===== src/rtl/mux_sel_arbiter_if.sv =====
// Handshake bundle between requesters and the shared-mux arbiter.
// Requesters drive req/rel; the arbiter returns grant, select and status.
interface mux_sel_arbiter_if #(
  parameter int S_LINES = 2
);
  localparam int N = 1 << S_LINES;

  logic [N-1:0]       req;
  logic               rel;
  logic [N-1:0]       gnt;
  logic [S_LINES-1:0] sel;
  logic               busy;
  logic               timeout;

  modport master (
    output req, rel,
    input  gnt, sel, busy, timeout
  );

  modport slave (
    input  req, rel,
    output gnt, sel, busy, timeout
  );
endinterface


===== src/rtl/mux_sel_arbiter.sv =====
// Round-robin owner arbitration for one shared datapath mux.
// A grant is held until release, request drop or hold limit; a GAP cycle separates owners.
module mux_sel_arbiter #(
  parameter int S_LINES  = 2,
  parameter int MAX_HOLD = 15,
  parameter int HOLD_W   = 4
) (
  input  logic              clk,
  input  logic              rst,
  mux_sel_arbiter_if.slave  bus
);
  localparam int N = 1 << S_LINES;

  typedef enum logic [1:0] {IDLE, OWN, GAP} state_e;

  typedef struct packed {
    logic [N-1:0]       gnt;
    logic [S_LINES-1:0] sel;
    logic               busy;
    logic               timeout;
  } out_t;

  state_e             state_q, state_d;
  out_t               out_q, out_d;
  logic [S_LINES-1:0] ptr_q, ptr_d;
  logic [HOLD_W-1:0]  hold_q, hold_d;

  logic               win_vld;
  logic [S_LINES-1:0] win_idx;
  logic               own_rel;
  logic               own_to;

  // Scan from the highest offset down so the lowest offset from ptr wins.
  always_comb begin
    logic [S_LINES-1:0] idx;
    idx     = '0;
    win_vld = 1'b0;
    win_idx = ptr_q;
    for (int i = N - 1; i >= 0; i--) begin
      idx = ptr_q + S_LINES'(i);
      if (bus.req[idx]) begin
        win_vld = 1'b1;
        win_idx = idx;
      end
    end
  end

  assign own_rel = !bus.req[out_q.sel] || bus.rel;
  assign own_to  = (hold_q == HOLD_W'(MAX_HOLD));

  always_comb begin
    state_d         = state_q;
    out_d           = out_q;
    out_d.timeout   = 1'b0;
    ptr_d           = ptr_q;
    hold_d          = hold_q;
    case (state_q)
      IDLE, GAP: begin
        if (win_vld) begin
          state_d            = OWN;
          out_d.gnt          = '0;
          out_d.gnt[win_idx] = 1'b1;
          out_d.sel          = win_idx;
          out_d.busy         = 1'b1;
          hold_d             = HOLD_W'(1);
          ptr_d              = win_idx + S_LINES'(1);
        end else begin
          state_d    = IDLE;
          out_d.gnt  = '0;
          out_d.busy = 1'b0;
          hold_d     = '0;
        end
      end
      OWN: begin
        if (own_rel || own_to) begin
          // A normal release outranks the limit, so no timeout pulse then.
          state_d       = GAP;
          out_d.gnt     = '0;
          out_d.busy    = 1'b0;
          out_d.timeout = !own_rel;
          hold_d        = '0;
        end else begin
          hold_d = hold_q + HOLD_W'(1);
        end
      end
      default: begin
        state_d    = IDLE;
        out_d.gnt  = '0;
        out_d.busy = 1'b0;
        hold_d     = '0;
      end
    endcase
  end

  always_ff @(posedge clk or posedge rst) begin
    if (rst) begin
      state_q <= IDLE;
      out_q   <= '0;
      ptr_q   <= '0;
      hold_q  <= '0;
    end else begin
      state_q <= state_d;
      out_q   <= out_d;
      ptr_q   <= ptr_d;
      hold_q  <= hold_d;
    end
  end

  assign bus.gnt     = out_q.gnt;
  assign bus.sel     = out_q.sel;
  assign bus.busy    = out_q.busy;
  assign bus.timeout = out_q.timeout;
endmodule


===== src/flat_wrapper.sv =====
// flat-port wrapper written by rule: the top's interface ports become plain ports
module mux_sel_arbiter_flat 
#(
  parameter int S_LINES  = 2,
  parameter int MAX_HOLD = 15,
  parameter int HOLD_W   = 4
)
  (clk, rst, bus_req, bus_rel, bus_gnt, bus_sel, bus_busy, bus_timeout);
  mux_sel_arbiter_if #(.S_LINES(S_LINES)) bus_i ();
  input  logic clk;
  input  logic rst;
  input wire logic [$bits(bus_i.req)-1:0] bus_req;
  input wire logic [$bits(bus_i.rel)-1:0] bus_rel;
  output wire logic [$bits(bus_i.gnt)-1:0] bus_gnt;
  output wire logic [$bits(bus_i.sel)-1:0] bus_sel;
  output wire logic [$bits(bus_i.busy)-1:0] bus_busy;
  output wire logic [$bits(bus_i.timeout)-1:0] bus_timeout;
  assign bus_i.req = bus_req;
  assign bus_i.rel = bus_rel;
  assign bus_gnt = bus_i.gnt;
  assign bus_sel = bus_i.sel;
  assign bus_busy = bus_i.busy;
  assign bus_timeout = bus_i.timeout;
  mux_sel_arbiter #(.S_LINES(S_LINES), .MAX_HOLD(MAX_HOLD), .HOLD_W(HOLD_W)) u_core (.clk(clk), .rst(rst), .bus(bus_i));
endmodule

===== config.mk =====
export PLATFORM = sky130hd
export DESIGN_NAME = mux_sel_arbiter_flat
export DESIGN_NICKNAME = d
export VERILOG_FILES = /design/src/rtl/mux_sel_arbiter_if.sv /design/src/rtl/mux_sel_arbiter.sv /design/src/flat_wrapper.sv
export SDC_FILE = /design/constraint.sdc
export NUM_CORES = 1
export LEC_CHECK = 0
export ABC_CLOCK_PERIOD_IN_PS = 2400
export CAP_MARGIN = 20
export CORE_MARGIN = 2
export CORE_UTILIZATION = 45
export CTS_CLUSTER_SIZE = 28
export DETAILED_ROUTE_END_ITERATION = 16
export PLACE_DENSITY = 0.71
export SETUP_SLACK_MARGIN = 0.2
export SYNTH_ARGS = -nofsm -noshare
export SYNTH_HDL_FRONTEND = slang
export SYNTH_SLANG_ARGS = --single-unit
export TNS_END_PERCENT = 30

===== constraint.sdc =====
create_clock -name clk -period 2.4 [get_ports clk]
set_clock_uncertainty 0.2 [all_clocks]
set_input_delay 0.6 -clock clk [delete_from_list [all_inputs] [get_ports clk]]
set_output_delay 0.6 -clock clk [all_outputs]
set_load 0.05 [all_outputs]

# After elaboration in Yosys (flattened, before gate mapping)
# Index checks and enable logic that the tools add are counted.
word_totals:
  ff_bits: 16
  word_cells: 64
  inputBits: 7
  output_inout_bits: 8
op_classes:
  add_sub_neg: 5
  magnitude_cmp: 7
  eq_ne: 4
  reduce_logical: 8
  n_mux: 33
op_table:
  columns: ["operator", "count"]
  rows:
  - ["2-bit by 3-bit less-than comparator with 1-bit output (second input constant)", 6]
  - ["4-bit one-hot mux with 2 select lines", 2]
  - ["1-bit 2-to-1 mux", 14]
  - ["2-bit 2-to-1 mux", 6]
  - ["4-bit 2-to-1 mux", 3]
  - ["1-bit binary-select mux with 2-bit select", 5]
  - ["2-bit by 1-bit adder with 2-bit output (second input constant)", 2]
  - ["2-bit adder (second input constant)", 2]
  - ["4-bit by 1-bit adder with 4-bit output (second input constant)", 1]
  - ["4-bit == test (second input constant)", 1]
  - ["2-bit one-hot mux with 2 select lines", 1]
  - ["1-bit demux with 2-bit select", 1]
  - ["2-bit by 1-bit == test with 1-bit output (second input constant)", 1]
  - ["2-bit == test (second input constant)", 1]
  - ["2-bit by 1-bit >= comparator with 1-bit output (second input constant)", 1]
  - ["1-bit logical NOT", 2]
  - ["2-bit logical NOT", 1]
  - ["1-bit logical OR", 2]
  - ["2-bit by 1-bit != test with 1-bit output (second input constant)", 1]
  - ["1-bit one-hot mux with 2 select lines", 1]
  - ["2-bit AND reduction", 1]
  - ["2-bit OR reduction", 1]
  - ["1-bit logical AND", 1]

# Logic depth before layout (Yosys ltp)
# Gate-level depths: netlist (run 1).
logic_depth:
  depth_word: 13
  depth_mapped: 5
  depth_no_buf: 4

# Worst setup path after synthesis (run 1)
# No wires, ideal clock.
synth_timing:
  kind: "reg2reg"
  from: "reg u_core.out_q (netlist bit u_core.bus.sel[1])"
  to: "reg u_core.out_q (netlist bit u_core.bus.gnt[1])"
  setup_time_ns: 0.121
  required_ns: 2.079
  path_buffers: 1
  slack_ns: 0.363
  stages_incl_launch_ff: 5
  period_less_slack_ns: 2.037
  arrival_time_ns: 1.716
  path_cell_list: "dfrtp_1 mux4_2 and3_1 buf_6 a22o_1"
synth_between:
  elab_chain_cells: 6
synth_rtl:
  columns: ["item", "line_no", "text"]
  rows:
  - ["start, declared", "mux_sel_arbiter.sv:24", "out_t out_q, out_d;"]
  - ["start signal, assigned", "mux_sel_arbiter.sv:103", "out_q <= out_d;"]
  - ["1-bit binary-select mux with 2-bit select", "mux_sel_arbiter.sv:48", "assign own_rel = !bus.req[out_q.sel] || bus.rel;"]
  - ["1-bit 2-to-1 mux (not written as such)", "mux_sel_arbiter.sv:48", null]
  - ["1-bit logical NOT", "mux_sel_arbiter.sv:48", null]
  - ["1-bit logical OR", "mux_sel_arbiter.sv:48", null]
  - ["1-bit logical OR", "mux_sel_arbiter.sv:75", "if (own_rel || own_to) begin"]
  - ["2-bit by 1-bit != test with 1-bit output (no line)", null, null]
# Every way passes these cells. The select of a mux whose other input is x is not followed.
# A chain may end at the register's enable or synchronous reset.

# Worst setup path in the final report (run 1)
layout_timing:
  from: "reg u_core.out_q (netlist bit u_core.bus.gnt[3])"
  to: "out bus_gnt[3]"
layout_lines:
  columns: ["item", "line_no", "text"]
  rows:
  - ["end, declared", "flat_wrapper.sv:14", "output wire logic [$bits(bus_i.gnt)-1:0] bus_gnt;"]
# No word-level cell between the ends.

==> results.json, run 1 <==
{
  "drc": 0,
  "antenna_found_initial": 0,
  "synth_edf_count": 0,
  "clk_pin_slew_ps": 90,
  "hold_viol": 0,
  "netlist_area_um2": 768,
  "ys_top_cells_by_area": "dfrtp_1 49%, nor2_1 3.4%, a21oi_1 3.3%",
  "insertion_delay_ps": 280,
  "yosysWarnings": 0,
  "synth_area_per_cell_um2": 11.0,
  "worst-path-buf-inv": 1,
  "track_usage_pct": 18.3,
  "design_area_um2": 1010,
  "crit_family": "buffers and inverters",
  "grt_pass1_wl_mm": 2.65,
  "vdd_drop_max_mv": 0.742,
  "p_seq_share_pct": 34.8,
  "h-tree-depth": 1,
  "viasPerCell": 5.68,
  "layout-drive-gt1-share_pct": 19.8,
  "fill_cells": 122,
  "cts_made_buffers": 3,
  "hp-class": "reg -> reg",
  "fin_nets": 105,
  "setup-violations-final": 0,
  "cts_buffer_depth": 2,
  "finalCriticalPeriod_ps": 2250,
  "grt_start_max_net_pins": 16,
  "synth_nets": 78,
  "dieArea_um2": 2050,
  "path_cells": "clkdlybuf4s50_1",
  "power_density_nw_per_um2": 1220,
  "cp-end-kind": "primary output",
  "path_class": "reg -> out",
  "whs_ps": 291,
  "synth_ff_type": "dfrtp_1",
  "synth.largest_area_cell": "dfrtp_1",
  "ys_types": 30,
  "cp.required_ps": 1600,
  "ant_nets": 0,
  "p_comb_share_pct": 54.0,
  "vias": 636,
  "rsz0062_at_grt": "true",
  "status": "complete, no violations",
  "synth.most_common_cell": "dfrtp_1",
  "clkPwrFrac_pct": 11.3,
  "rows": 14,
  "dp_hpwl_mm": 1.26,
  "place_area_um2": 982,
  "area_growth_pct": 31.8,
  "gp_congestion": 0.817,
  "p_leak_nw": 0.503,
  "drt_first_pass_iters": 4,
  "grt_pass1_vias": 607,
  "die_x_um": 45.3,
  "synthCells": 70,
  "async_flop_share_pct": 100,
  "cp_slowest_cell": "clkdlybuf4s50_1",
  "root_buffer": "clkbuf_4",
  "fin_tns_setup_ps": 0,
  "p_int_mw": 0.673,
  "final_cells": 112,
  "multi_input_area_um2": 370,
  "p_total_mw": 1.23,
  "cp.arrival_ps": 1450,
  "slew_headroom_pct": 62.9,
  "port_buffers": 14,
  "clock-sinks": 15,
  "cap_viol_max_count": 0,
  "timing.final.crit_share_pct": 93.6,
  "routed_wirelength_mm": 1.66,
  "start_util_pct": 49.3,
  "max_stage_delay_ps": 810,
  "antennaDiodeCount": 0,
  "tritoncts": "built",
  "yosysTopAreaCellShare_pct": 48.9,
  "start_kind": "register",
  "synthTopCellsByCount": "15 x dfrtp_1, 7 x nor2_1, 5 x a21oi_1",
  "worst_pin_slew_ps": 556,
  "regArea_um2": 375,
  "ios": 15,
  "overflow": 0,
  "wl_per_cell_um": 14.8,
  "ys_seq_elements": 15,
  "fmax_mhz": 445,
  "fp.coreArea_um2": 1560,
  "dp_cells": 108,
  "synth_seq_area_share_pct": 48.9,
  "dr.first_iter.drc_count": 8,
  "switching_share_pct": 45.4,
  "crit_path_max_fanout": 2,
  "slew_viol_final": 0,
  "p_sw_mw": 0.561,
  "die_h_um": 45.3
}
[state kept, by name (all words and copies together) (netlist names)]
name                flops
u_core.state_q          1
u_core.ptr_q            2
u_core.bus.timeout      1
u_core.bus.gnt          4
u_core.hold_q           4
u_core.bus.sel          2
u_core.bus.busy         1
[power groups by stage]
stage                     Combinational (mW)  Clock [mW]  Sequential [mW]
final                                  0.666       0.139            0.429
after global routing                   0.717       0.153            0.440
after CTS                              0.670       0.141            0.428
after detailed placement               0.675           0            0.434
after global placement                 0.666           0            0.435
after floorplan                        0.284           0            0.595
[layout make-up]
class,instances,area share (%)
Multi-Input combinational cell,51,36.6
Inverter,3,1.11
Tap cell,16,1.98
Clock inverter,1,0.494
Clock buffer,3,2.22
Timing Repair Buffer,23,20.5
Sequential cell,15,37.1
[worst paths after layout]
path                                                from                            end  slack, ps  cells past startpoint
max                        u_core.bus.gnt[3]$_DFFE_PP0P_                     bus_gnt[3]        150                      1
min                        u_core.state_q[1]$_DFFE_PP0P_  u_core.state_q[1]$_DFFE_PP0P_        290                      1
max reg2reg                u_core.bus.sel[1]$_DFFE_PP0P_  u_core.bus.gnt[1]$_DFFE_PP0P_        660                      3
min reg2reg                u_core.state_q[1]$_DFFE_PP0P_  u_core.state_q[1]$_DFFE_PP0P_        290                      1
max in group asynchronous                            rst  u_core.bus.sel[0]$_DFFE_PP0P_       1160                      2
min in group asynchronous                            rst  u_core.bus.gnt[1]$_DFFE_PP0P_        480                      2
[cell families after synthesis]
logic type	synth area share (%)
muxes	2.93
and+or+nand+nor	18.1
buffers and inverters	2.93
adders and majority gates	1.63
xor gates and xnor gates	2.28
AOI/OAI and AO/OA	23.3
DFF	48.9
[layer usage]
| metal | vias to the layer above | GRT usage (%) | part of all wire [%] |
|---|---|---|---|
| met5 | - | 0 | 0 |
| met3 | 4 | 5.20 | 6.3 |
| met4 | 0 | 7.65 | 2.0 |
| li1 | 311 | - | - |
| met1 | 294 | 24.2 | 47 |
| met2 | 27 | 28.0 | 45 |
[stage by stage]
| step | util, % | setup slack [ps] |
|---|---|---|
| after global routing | 64.9 | 114 |
| after CTS | 64.6 | 134 |
| after detailed placement | 63.0 | -18.9 |
| after floorplan | - | 363 |
| after global placement | 63.0 | 4.15 |
| final | 64.9 | 153 |
[placed cells by master (no fill, tap or decap), types with 2 or more instances in the layout]
master / instances
buf_4: 10
dlygate4sd2_1: 2
o2bb2ai_1: 2
o21bai_1: 2
nor2_1: 7
xnor2_1: 2
a21oi_1: 5
clkbuf_4: 3
dlymetal6s2s_1: 2
a21o_1: 2
o31ai_1: 2
and2_1: 2
nand2_1: 2
dfrtp_1: 15
clkdlybuf4s50_1: 9
a22o_1: 2
nand2b_1: 3
nor2b_1: 4
nand3_1: 2
inv_1: 3
[repair_timing]
| action | in CTS | in global routing |
|---|---|---|
| gates resized for setup | 2 | 2 |
| hold buffers | 0 | 0 |
| endpoints found under the setup margin | 7 | 7 |
| buffers inserted | 0 | 0 |
Note: power is estimated with default switching activity, not from simulation.
==> inputs of run 2 (changes only) <==
- ABC_CLOCK_PERIOD_IN_PS: 2400 -> 2500
- PLACE_DENSITY: 0.71 -> 0.76
- clock period: 2.4 -> 2.5 ns (I/O delays scaled with it)
==> results.json, run 2 (synthesis results as in run 1) <==
{
  "status": "complete, no violations",
  "dp_hpwl_mm": 1.18,
  "slew_headroom_pct": 62.7,
  "grt_util_met3_pct": 5.20,
  "routed_wirelength_mm": 1.64,
  "worstSetupPathDepth": 1,
  "max_stage_delay_ps": 820,
  "vias": 603,
  "h-tree-depth": 1,
  "p_sw_mw": 0.541,
  "die_x_um": 45.3,
  "wl_per_cell_um": 15.4,
  "worst-path-buf-inv": 1,
  "fmax_mhz": 430,
  "worst_r2r_endpoint": "u_core.bus.gnt[3]$_DFFE_PP0P_",
  "global_route.usage.met2_pct": 26.0,
  "finalCriticalPeriod_ps": 2330,
  "overflow": 0,
  "gp_congestion": 0.871,
  "cp-end-kind": "primary output",
  "ant_nets": 0,
  "grt_start_max_net_pins": 16,
  "layout-drive-gt1-share_pct": 13.3,
  "cap_viol_max_count": 0,
  "p_comb_share_pct": 52.5,
  "hp-class": "reg -> reg",
  "slew_viol_final": 0,
  "antennaDiodeCount": 0,
  "area_growth_pct": 26.1,
  "multi_input_area_um2": 370,
  "start_util_pct": 49.3,
  "insertion_delay_ps": 280,
  "dr.first_iter.drc_count": 7,
  "grt_pass1_wl_mm": 2.73,
  "busiest_layer": "met1",
  "cts-hold-fix-buffers": 0,
  "timing.final.crit_share_pct": 93.0,
  "setup-violations-final": 0,
  "cp_slowest_cell": "clkdlybuf4s50_1",
  "r2r_cells": 3,
  "final_cell_mix": "15 x dfrtp_1, 12 x clkdlybuf4s50_1, 7 x nor2_1",
  "cts_buffer_depth": 2,
  "cts_made_buffers": 3,
  "final_common_cell": "dfrtp_1",
  "drc": 0,
  "root_buffer": "clkbuf_4",
  "drt_first_pass_iters": 4,
  "tritoncts": "built",
  "whs_ps": 290,
  "dieArea_um2": 2050,
  "start_kind": "register",
  "crit_family": "buffers and inverters",
  "crit_path_max_fanout": 3,
  "rsz0062_at_grt": "true",
  "clkPwrFrac_pct": 11.7,
  "viasPerCell": 5.69,
  "track_usage_pct": 19.0,
  "path_class": "reg -> out",
  "rows": 14,
  "cp.arrival_ps": 1500,
  "fin_nets": 99,
  "p_total_mw": 1.17,
  "cp.required_ps": 1670,
  "ios": 15,
  "cp-endpoint": "bus_sel[0]",
  "p_leak_nw": 0.448,
  "antenna_found_initial": 0,
  "port_buffers": 14,
  "r2r_slack_ps": 720,
  "gr-usage-met1_pct": 28.4,
  "p_seq_share_pct": 35.8,
  "fin_tns_setup_ps": 0,
  "reg2reg_from": "u_core.bus.sel[1]$_DFFE_PP0P_",
  "grt_pass1_vias": 581,
  "postCtsSetupBuffers": 0,
  "switching_share_pct": 46.3,
  "p_int_mw": 0.628,
  "clk_pin_slew_ps": 100,
  "die_h_um": 45.3,
  "worst_pin_slew_ps": 558,
  "hold_viol": 0,
  "vdd_drop_max_mv": 0.720,
  "regArea_um2": 375,
  "fp.coreArea_um2": 1560,
  "crit_start": "u_core.bus.sel[0]$_DFFE_PP0P_",
  "fill_cells": 131,
  "power_density_nw_per_um2": 1210,
  "clock-sinks": 15,
  "path_cells": "clkdlybuf4s50_1"
}
## run 2: cell types whose count changed in the layout (fill, tap and decap cells not counted)
cell / before / now
dlymetal6s2s_1: 2 / 1
dlygate4sd2_1: 2 / 1
clkdlybuf4s50_1: 9 / 12
buf_4: 10 / 3
## run 2: per-stage QoR
step           util, %  worst slack (ps)  instance area [um2]  std cells
2_1_floorplan        -               463                  768         70
3_3_place_gp      60.3              53.8                  940        102
3_5_place_dp      60.3              15.0                  940        102
4_1_cts           62.0               161                  966        106
5_1_grt           62.1               126                  968        106
6_report          62.1               174                  968        106
## run 2: worst min-delay path by stage
stage | startpoint | end | slack [ps] | depth (start not counted)
floorplan | u_core.state_q[1]$_DFFE_PP0P_ | u_core.state_q[1]$_DFFE_PP0P_ | 230 | 1
global placement | u_core.state_q[1]$_DFFE_PP0P_ | u_core.state_q[1]$_DFFE_PP0P_ | 260 | 1
detailed placement | u_core.state_q[1]$_DFFE_PP0P_ | u_core.state_q[1]$_DFFE_PP0P_ | 270 | 1
CTS | u_core.state_q[1]$_DFFE_PP0P_ | u_core.state_q[1]$_DFFE_PP0P_ | 280 | 1
global route | u_core.state_q[1]$_DFFE_PP0P_ | u_core.state_q[1]$_DFFE_PP0P_ | 320 | 1
finish | u_core.state_q[1]$_DFFE_PP0P_ | u_core.state_q[1]$_DFFE_PP0P_ | 290 | 1
## run 2: power groups by stage
stage                     logic, mW  registers, mW  clock network (mW)
after floorplan               0.272          0.571                   0
after global placement        0.608          0.416                   0
after detailed placement      0.616          0.418                   0
after CTS                     0.615          0.415               0.139
after global routing          0.662          0.427               0.151
final                         0.613          0.419               0.137
## run 2: final cells by class
| cell class | count | share of cell area, % |
|---|---|---|
| Sequential cell | 15 | 38.8 |
| Multi-Input combinational cell | 51 | 38.2 |
| Timing Repair Buffer | 17 | 16.9 |
| Clock buffer | 3 | 2.33 |
| Tap cell | 16 | 2.07 |
| Inverter | 3 | 1.16 |
| Clock inverter | 1 | 0.517 |
## run 2: routing by layer
metal | wire [um] | vias up
met3 | 83 | 2
met2 | 702 | 19
met1 | 831 | 285
li1 | - | 297
met5 | 0 | -
met4 | 19 | 0
## run 2: timing repair
item / in CTS / in global routing
endpoints found under the setup margin: 4 / 6
hold endpoints to repair: 0 / 0
resized for setup: 1 / 1
